--- src/rtl/uart_rx_fifo.sv ---
// uart_rx_fifo: 8N1 UART receiver (LSB first, mid-bit sampling) feeding a
// first-word-fall-through byte FIFO with a valid/ready consumer handshake.
//
// Ports:
//   clk, resetn      clock, synchronous active-low reset
//   rx               serial line, synchronized to clk, idles high
//   rx_data/rx_valid FIFO head byte and not-empty flag
//   rx_ready         consumer accepts the head byte
//   frame_err        1-cycle pulse: stop bit sampled low
//   overrun          1-cycle pulse: good byte dropped, FIFO full
//   busy             receiver inside a frame
//   level            FIFO occupancy, 0..FIFO_DEPTH
module uart_rx_fifo #(
  parameter int CLKS_PER_BIT = 52,
  parameter int FIFO_DEPTH   = 4
) (
  input  logic                          clk,
  input  logic                          resetn,
  input  logic                          rx,
  output logic [7:0]                    rx_data,
  output logic                          rx_valid,
  input  logic                          rx_ready,
  output logic                          frame_err,
  output logic                          overrun,
  output logic                          busy,
  output logic [$clog2(FIFO_DEPTH):0]   level
);

  localparam int CW = $clog2(CLKS_PER_BIT);
  localparam int AW = $clog2(FIFO_DEPTH);

  localparam logic [CW-1:0] HALF_M1 =
    CW'(CLKS_PER_BIT / 2 - 1);
  localparam logic [CW-1:0] BIT_M1 =
    CW'(CLKS_PER_BIT - 1);
  localparam logic [AW:0] DEPTH_L =
    (AW+1)'(FIFO_DEPTH);

  typedef enum logic [2:0] {
    IDLE,
    START,
    DATA,
    STOP,
    WAIT_HIGH
  } state_t;

  state_t        state_q, state_d;
  logic [CW-1:0] cnt_q, cnt_d;
  logic [2:0]    bit_q, bit_d;
  logic [7:0]    sh_q, sh_d;
  logic          prev_q;
  logic          push_q, push_d;
  logic          fe_q, fe_d;

  logic [7:0]    mem [FIFO_DEPTH];
  logic [AW-1:0] wr_ptr, rd_ptr;
  logic [AW:0]   count;
  logic          full;
  logic          pop;
  logic          push_ok;

  // Receiver state register. The stop-sample decision is held one
  // cycle in push_q / fe_q so the FIFO write and the error pulse
  // both land on the cycle after the stop sample.
  always_ff @(posedge clk) begin
    if (!resetn) begin
      state_q <= IDLE;
      cnt_q   <= '0;
      bit_q   <= '0;
      sh_q    <= '0;
      prev_q  <= 1'b1;
      push_q  <= 1'b0;
      fe_q    <= 1'b0;
    end else begin
      state_q <= state_d;
      cnt_q   <= cnt_d;
      bit_q   <= bit_d;
      sh_q    <= sh_d;
      prev_q  <= rx;
      push_q  <= push_d;
      fe_q    <= fe_d;
    end
  end

  always_comb begin
    state_d = state_q;
    cnt_d   = cnt_q + CW'(1);
    bit_d   = bit_q;
    sh_d    = sh_q;
    push_d  = 1'b0;
    fe_d    = 1'b0;
    unique case (state_q)
      IDLE: begin
        cnt_d = '0;
        if (!rx && prev_q)
          state_d = START;
      end
      START: begin
        if (cnt_q == HALF_M1) begin
          cnt_d   = '0;
          bit_d   = '0;
          state_d = rx ? IDLE : DATA;
        end
      end
      DATA: begin
        if (cnt_q == BIT_M1) begin
          cnt_d = '0;
          sh_d  = {rx, sh_q[7:1]};
          bit_d = bit_q + 3'd1;
          if (bit_q == 3'd7)
            state_d = STOP;
        end
      end
      STOP: begin
        if (cnt_q == BIT_M1) begin
          cnt_d = '0;
          if (rx) begin
            push_d  = 1'b1;
            state_d = IDLE;
          end else begin
            fe_d    = 1'b1;
            state_d = WAIT_HIGH;
          end
        end
      end
      WAIT_HIGH: begin
        // A held-low line (break) stays here, so it reports only once.
        cnt_d = '0;
        if (rx)
          state_d = IDLE;
      end
      default: begin
        cnt_d   = '0;
        state_d = IDLE;
      end
    endcase
  end

  assign busy     = (state_q != IDLE);
  assign rx_valid = (count != '0);
  assign full     = (count == DEPTH_L);
  assign pop      = rx_valid && rx_ready;
  // A pop in the same cycle frees the slot a full FIFO lacks.
  assign push_ok  = push_q && (!full || pop);
  assign rx_data  = mem[rd_ptr];
  assign level    = count;

  // sh_q is stable while push_q is set: the receiver is back in
  // IDLE and cannot shift again for at least half a bit.
  always_ff @(posedge clk) begin
    if (!resetn) begin
      wr_ptr    <= '0;
      rd_ptr    <= '0;
      count     <= '0;
      overrun   <= 1'b0;
      frame_err <= 1'b0;
      for (int i = 0; i < FIFO_DEPTH; i++)
        mem[i] <= '0;
    end else begin
      if (push_ok) begin
        mem[wr_ptr] <= sh_q;
        wr_ptr      <= wr_ptr + AW'(1);
      end
      if (pop)
        rd_ptr <= rd_ptr + AW'(1);
      if (push_ok && !pop)
        count <= count + (AW+1)'(1);
      else if (!push_ok && pop)
        count <= count - (AW+1)'(1);
      overrun   <= push_q && full && !pop;
      frame_err <= fe_q;
    end
  end

endmodule

--- config.mk ---
export PLATFORM = sky130hd
export DESIGN_NAME = uart_rx_fifo
export DESIGN_NICKNAME = d
export VERILOG_FILES = /design/src/rtl/uart_rx_fifo.sv
export SDC_FILE = /design/constraint.sdc
export NUM_CORES = 1
export LEC_CHECK = 0
export BUFFER_PORTS_ARGS = -buffer_cell sky130_fd_sc_hd__buf_2
export CAP_MARGIN = 10
export CORE_ASPECT_RATIO = 1.2
export CORE_MARGIN = 2
export CORE_UTILIZATION = 25
export CTS_CLUSTER_SIZE = 14
export DETAILED_ROUTE_END_ITERATION = 16
export GPL_TIMING_DRIVEN = 0
export HOLD_SLACK_MARGIN = 0.15
export SLEW_MARGIN = 20
export SYNTH_ARGS = -nofsm -noshare
export SYNTH_HDL_FRONTEND = slang
export SYNTH_SLANG_ARGS = --single-unit
--- constraint.sdc ---
create_clock -name clk -period 5.03 [get_ports clk]
set_input_delay 1.006 -clock clk [delete_from_list [all_inputs] [get_ports clk]]
set_output_delay 1.006 -clock clk [all_outputs]
set_load 0.01 [all_outputs]
==> metrics.log, run 1 <==
INFO  metric max_freq = 0.3538 GHz
INFO  metric post_synth_mux_area_share = 6.600%
INFO  metric report.final.setup_viol = 0
INFO  metric synthesis.area = 0.002882 mm²
INFO  metric avg_synthesized_cell_area = 11.96 µm²
INFO  metric max_cap_violations = 0
INFO  metric peakVddDrop = 0.0001957 V
INFO  metric synth_sequential_area_ratio = 56.97%
INFO  metric hold_ws = 0.4345 ns
INFO  metric worst-path-stages = 5
INFO  metric clock_insertion_delay_worst_skew = 0.32 ns
INFO  metric drt-total-wl = 5492 µm
INFO  metric post-cts-setup-buffers = 0
INFO  metric max_slew_headroom = 32.53%
INFO  metric synth_adder_area_share = 2.866%
INFO  metric final_hold_violation_count = 0
INFO  metric synth-compound-area-share = 4.820%
INFO  metric cellPowerDensity = 365.4 mW/mm²
INFO  metric num-nets-final = 279
INFO  metric diodes = 0
INFO  metric core_area = 0.01114 mm²
INFO  metric area_growth_syn_to_layout = 20.45%
INFO  metric grt_usage = 9.621%
INFO  metric netlist_top_cells_count = and2_1, dfxtp_1, edfxtp_1, nand2_1, nor2_1
INFO  metric timing.reg2reg.worst_path_depth = 4
INFO  metric detailed_place_hpwl = 3786 µm
INFO  metric ff_latch_area = 0.001642 mm²
INFO  metric remaining_global_route_overflow = 0
INFO  metric mappedNetlistNets = 251
INFO  metric simple_gate_share_of_the_synthesized_area = 23.75%
INFO  metric port_buffers = 17
INFO  metric synth.distinct_cells = 45
INFO  metric detailedRoute.firstIterationViolations = 116
INFO  metric area_share_of_the_largest_cell_type_after_synthesis = 33.35%
INFO  metric worstPathCellList = buf_2 -> or4b_1 -> nand3_2 -> nor3b_1 -> nand2b_1
INFO  metric drc_errors = 0
INFO  metric timing_worst_slew_pin_value = 1.010 ns
INFO  metric finalWeightedCongestion = 0.7449
INFO  metric r2r_slack = 2.51 ns
INFO  metric grt_start_max_net_pins = 13
INFO  metric synth_largest_area_cell = edfxtp_1
INFO  metric via_count = 1813
INFO  metric final_period_minus_worst_setup_slack = 2.827 ns
INFO  metric arr_time_crit_path = 2.79 ns
INFO  metric cts_root_buf = clkbuf_16
INFO  metric cpLargestDelayFamily = simple AND/OR/NAND/NOR gates
INFO  metric global_route_wire_length_before_repair = 9135 µm
INFO  metric endpoint = mem[2][7]$_SDFFCE_PN0P_
INFO  metric outcome = finished, final reports clean
INFO  metric clock_skew = 0.006984 ns
INFO  metric drt-pass1-iter-count = 4
INFO  metric postSynthRegisterBits = 66
INFO  metric synth_top_family_by_area = simple AND/OR/NAND/NOR gates
INFO  metric dpl_worst_slack = 1.795 ns
INFO  metric ys_warn_count = 0
INFO  metric critPathBufInv = 1
INFO  metric critPathSlowestCell = nor3b_1
INFO  metric worst_setup_path_startpoint = rx_ready
INFO  metric start_util = 25.86%
INFO  metric io_pins = 19
INFO  metric post_synth_inst_count = 241
INFO  metric p_leak = 1.288 nW
INFO  metric report.final.slew_viol_count = 0
INFO  metric cts_made_buffers = 9
INFO  metric via_count_of_the_first_global_routing_pass = 1873
INFO  metric clkSlewWorstSetupHoldPaths = 0.05 ns
INFO  metric cts_resized = 0
INFO  metric synth_area_leaders = edfxtp_1, dfxtp_1, and2_1
INFO  metric drive_above_1_share = 18.61%
INFO  metric critical_path_class = in -> reg
INFO  metric power = 1.268 mW
INFO  metric share_of_flip_flops_with_an_asynchronous_set_or_reset = 0%
INFO  metric critical_path_startpoint_category = input port
INFO  metric route.detailed.vias_per_inst = 4.236
INFO  metric crit_path_max_fanout = 9
INFO  metric max-clock-path-buffers = 2
INFO  metric final_period_utilization = 56.20%
INFO  metric grt_antenna_before_repair = 0
INFO  metric critical_path_required = 4.99 ns
INFO  metric hold_path.class = reg -> reg
INFO  metric timing.critical_path.to_type = flip-flop
INFO  metric numClockSinks = 66
INFO  metric synthXorXnorAreaFrac = 2.736%
INFO  metric synth-edff-count = 32
INFO  metric finish.utilization = 31.15%
INFO  metric cp_max_stage_delay = 0.85 ns
INFO  metric fp-row-count = 42
INFO  metric multi_input_logic_area = 0.001175 mm²
INFO  metric wire_per_inst = 12.83 µm
INFO  metric r2r-start = level[0]$_SDFFE_PN0P_
INFO  metric die_area = 0.01240 mm²
INFO  metric fin_ws = 2.203 ns
INFO  metric finalSetupTns = 0 ns
INFO  metric rsz_0062_raised_after_global_routing = no
INFO  metric filler_cell_count = 1174
INFO  metric ctsHtreeMaxLevel = 3
INFO  metric worstHoldStart = fe_q$_SDFF_PN0_
INFO  metric detail-route-antenna-nets = 0
INFO  metric fp.dieH = 121.6 µm
INFO  metric ys.flop_type = dfxtp_1
INFO  metric die_w = 102.0 µm
INFO  metric worstReg2RegEnd = mem[2][7]$_SDFFCE_PN0P_
INFO  metric cts_tree = done
INFO  metric cts_hold_repair.buffers = 0
## routing by layer
layer | global-route usage (%) | wire [µm] | share of wire, %
met5 | 0 | 0 | 0
met4 | 4.500 | 104 | 1.9
met3 | 2.524 | 198 | 3.6
met2 | 16.28 | 2800 | 51
met1 | 11.29 | 2388 | 43
## cells in the final DEF (no fill, tap or decap), types with 4 or more instances in the layout
cell type	netlist	routed
and2_1	34	34
dfxtp_1	34	34
edfxtp_1	32	32
buf_2	4	21
nand2_1	18	18
nor2_1	18	18
nand3_1	12	12
o21ai_0	9	9
clkbuf_16	0	9
mux4_2	8	8
nand2b_1	7	7
xor2_1	6	6
clkbuf_1	4	5
ha_1	5	5
inv_1	4	4
nor3_1	4	4
## power by group
part | switching [mW] | leakage (nW) | internal (mW) | total [mW]
clock network | 0.218 | 0.152 | 0.431 | 0.649
registers | 0.00514 | 0.578 | 0.578 | 0.583
logic | 0.0239 | 0.558 | 0.0130 | 0.0370
## stage by stage
step | std cells | cell area, µm²
6_report | 428 | 3471
5_1_grt | 428 | 3471
4_1_cts | 428 | 3471
3_5_place_dp | 412 | 3159
3_3_place_gp | 412 | 3159
2_1_floorplan | 241 | 2882
## sequential cells by signal, indices dropped and copies added, names as in the netlist, named ones only
signal     cells
mem           32
sh_q           8
cnt_q          6
bit_q          3
level          3
state_q        3
rd_ptr         2
wr_ptr         2
fe_q           1
frame_err      1
overrun        1
prev_q         1
push_q         1
## layout make-up
cell class	count	share of cell area (%)
multi-input combinational	161	33.85
inverter	4	0.4326
timing repair buffer	17	2.451
clock inverter	6	2.379
tap	154	5.552
clock buffer	10	6.597
buffer	10	1.442
sequential	66	47.30
## cell families (layout without fill, tap and decap cells)
logic type / Yosys count / in the layout
fa+ha+maj: 6 / 6
mux: 9 / 9
buf+inv: 14 / 47
simple gates: 116 / 116
compound gates: 21 / 21
flops: 66 / 66
xor+xnor: 9 / 9
## worst min path at each step
stage / endpoint / cells past startpoint
finish: frame_err$_SDFF_PN0_ / 1
global route: frame_err$_SDFF_PN0_ / 1
CTS: frame_err$_SDFF_PN0_ / 1
detailed placement: frame_err$_SDFF_PN0_ / 1
global placement: frame_err$_SDFF_PN0_ / 1
floorplan: frame_err$_SDFF_PN0_ / 1
No activity file was read; power rests on OpenSTA's default activity.
==> inputs of run 2 (changes only) <==
clock period = 2.5 ns   (was 5.03 ns; I/O delays follow)
==> run 2 against run 1 <==
Against the previous run: critical endpoint is now level[2]$_SDFFE_PN0P_; highest routed layer unchanged; critical path depth is 3 higher; setup slack worse by 2.0 ns; core utilization hardly changed; register-to-register slack worse by 2.3 ns.
==> metrics.log, run 2 (same netlist as run 1, synthesis figures left out) <==
INFO  metric reg.largest.list = mem x32, sh_q x8, cnt_q x6
INFO  metric drt-total-wl = 5484 µm (-0.15%)
INFO  metric cts_resized = 1 (+1)
INFO  metric rsz_0062_raised_after_global_routing = no
INFO  metric cts_root_buf = clkbuf_16
INFO  metric numClockSinks = 66 (unchanged)
INFO  metric die_area = 0.01240 mm² (unchanged)
INFO  metric critical_path_class = reg -> reg
INFO  metric report.final.setup_viol = 0 (unchanged)
INFO  metric r2r-start = level[0]$_SDFFE_PN0P_
INFO  metric port_buffers = 17 (unchanged)
INFO  metric die_w = 102.0 µm (unchanged)
INFO  metric final_cell_mix = and2_1, dfxtp_1, edfxtp_1
INFO  metric peakVddDrop = 0.0003967 V (+100%)
INFO  metric largest_reg_flops = 32 (unchanged)
INFO  metric route.detailed.vias_per_inst = 4.250 (+0.33%)
INFO  metric io_pins = 19 (unchanged)
INFO  metric diodes = 0 (unchanged)
INFO  metric global_route_wire_length_before_repair = 9128 µm (about the same)
INFO  metric post-cts-setup-buffers = 0 (unchanged)
INFO  metric critical_path_required = 2.75 ns (-2.24 ns)
INFO  metric wire_per_inst = 12.81 µm (-0.15%)
INFO  metric ff_latch_area = 0.001642 mm² (unchanged)
INFO  metric drive_above_1_share = 18.98% (+0.36 points)
INFO  metric timing_worst_slew_pin_value = 0.6639 ns (-0.3461 ns)
INFO  metric critical_path_startpoint_category = flip-flop
INFO  metric detailed_place_hpwl = 3786 µm (unchanged)
INFO  metric arr_time_crit_path = 2.52 ns (-0.27 ns)
INFO  metric max_slew_headroom = 55.55% (+23 points)
INFO  metric cts_tree = done
INFO  metric fp-row-count = 42 (unchanged)
INFO  metric start_util = 25.86% (unchanged)
INFO  metric design_area = 0.003476 mm² (+0.14%)
INFO  metric report.final.slew_viol_count = 0 (unchanged)
INFO  metric final_period_utilization = 90.61%
INFO  metric finalSetupTns = 0 ns (unchanged)
INFO  metric layoutNonFillerInstCount = 428 (unchanged)
INFO  metric finish.utilization = 31.20% (+0.045 points)
INFO  metric grt_start_max_net_pins = 13 (unchanged)
INFO  metric crit_path_max_fanout = 5 (-4)
INFO  metric max_cap_violations = 0 (unchanged)
INFO  metric post_dp_cell_area = 0.003159 mm² (unchanged)
INFO  metric num-nets-final = 279 (unchanged)
INFO  metric dpl_worst_slack = -0.2294 ns (-2.024 ns)
INFO  metric via_count = 1819 (+0.33%)
INFO  metric clock_insertion_delay_worst_skew = 0.33 ns (about the same)
INFO  metric fin_ws = 0.2349 ns (-1.968 ns)
INFO  metric cellPowerDensity = 735.1 mW/mm² (+100%)
INFO  metric remaining_global_route_overflow = 0 (unchanged)
INFO  metric max_freq = 0.4415 GHz
INFO  metric detail-route-antenna-nets = 0 (unchanged)
INFO  metric largest-register = mem
INFO  metric grt_antenna_before_repair = 0 (unchanged)
INFO  metric via_count_of_the_first_global_routing_pass = 1870 (-0.16%)
INFO  metric core_area = 0.01114 mm² (unchanged)
INFO  metric drt-pass1-iter-count = 4 (unchanged)
INFO  metric hold_path.class = reg -> reg
INFO  metric final_period_minus_worst_setup_slack = 2.265 ns
INFO  metric finalWeightedCongestion = 0.7449 (unchanged)
INFO  metric final_hold_violation_count = 0 (unchanged)
INFO  metric worstHoldStart = fe_q$_SDFF_PN0_
INFO  metric outcome = finished, final reports clean
INFO  metric filler_cell_count = 1176 (+0.17%)
INFO  metric worst_setup_path_startpoint = level[0]$_SDFFE_PN0P_
INFO  metric ctsHtreeMaxLevel = 3 (unchanged)
INFO  metric max-clock-path-buffers = 2 (unchanged)
INFO  metric p_leak = 1.288 nW (about the same)
INFO  metric cts_made_buffers = 9 (unchanged)
INFO  metric clkSlewWorstSetupHoldPaths = 0.05 ns (about the same)
INFO  metric grt_usage = 9.621% (unchanged)
INFO  metric place.detailed.instances = 412 (unchanged)
INFO  metric detailedRoute.firstIterationViolations = 114 (-1.7%)
INFO  metric fp.dieH = 121.6 µm (unchanged)
INFO  metric drc_errors = 0 (unchanged)
INFO  metric clock_skew = 0.006619 ns (-0.0003643 ns)
INFO  metric area_growth_syn_to_layout = 20.63%
INFO  metric multi_input_logic_area = 0.001180 mm² (+0.43%)
INFO  metric cts_hold_repair.buffers = 0 (unchanged)
INFO  metric timing.critical_path.to_type = flip-flop
run 2: cell counts in the layout (fill, tap and decap cells not counted):
Identical to the previous run, type by type.
run 2: power by group:
part / leakage [nW] / internal, mW / switching (mW) / total, mW
Clock: 0.152 / 0.867 / 0.441 / 1.31
Sequential: 0.578 / 1.16 / 0.0103 / 1.17
Combinational: 0.558 / 0.0262 / 0.0483 / 0.0746
Total: 1.29 / 2.06 / 0.500 / 2.56
run 2: area by class of cell:
cell class | count | area share, %
buffer | 10 | 1.440
clock buffer | 10 | 6.587
clock inverter | 6 | 2.376
inverter | 4 | 0.4320
multi-input combinational | 161 | 33.95
sequential | 66 | 47.23
tap | 154 | 5.544
timing repair buffer | 17 | 2.448
run 2: critical path: stages, from the launching register on:
cell	delay, ns
dfxtp_1	0.36
or4b_1	0.62
and2_1	0.24
ha_1	0.23
inv_1	0.07
fa_1	0.17
xor2_1	0.07
or3_1	0.30
a21oi_1	0.14
run 2: worst paths after layout:
check                                        endpoint  slack (ns)  depth (start not counted)
worst min-delay path             frame_err$_SDFF_PN0_        0.43                          1
worst max register to register  level[2]$_SDFFE_PN0P_        0.23                          8
worst min register to register   frame_err$_SDFF_PN0_        0.43                          1
worst max-delay path            level[2]$_SDFFE_PN0P_        0.23                          8
run 2: per-stage QoR:
stage	hold WS, ns	total power, mW
floorplan	0.4119	1.241
global placement	0.4256	1.269
detailed placement	0.4329	1.271
CTS	0.4291	2.581
global route	0.4434	2.634
finish	0.4345	2.555
run 2: metal layers:
metal / wire length [µm] / part of all wire [%] / vias up / GRT usage, %
met2: 2773 / 51 / 19 / 16.24
met4: 104 / 1.9 / 0 / 4.500
li1: - / - / 914 / -
met1: 2440 / 44 / 876 / 11.33
met3: 166 / 3.0 / 10 / 2.524
met5: 0 / 0 / - / 0
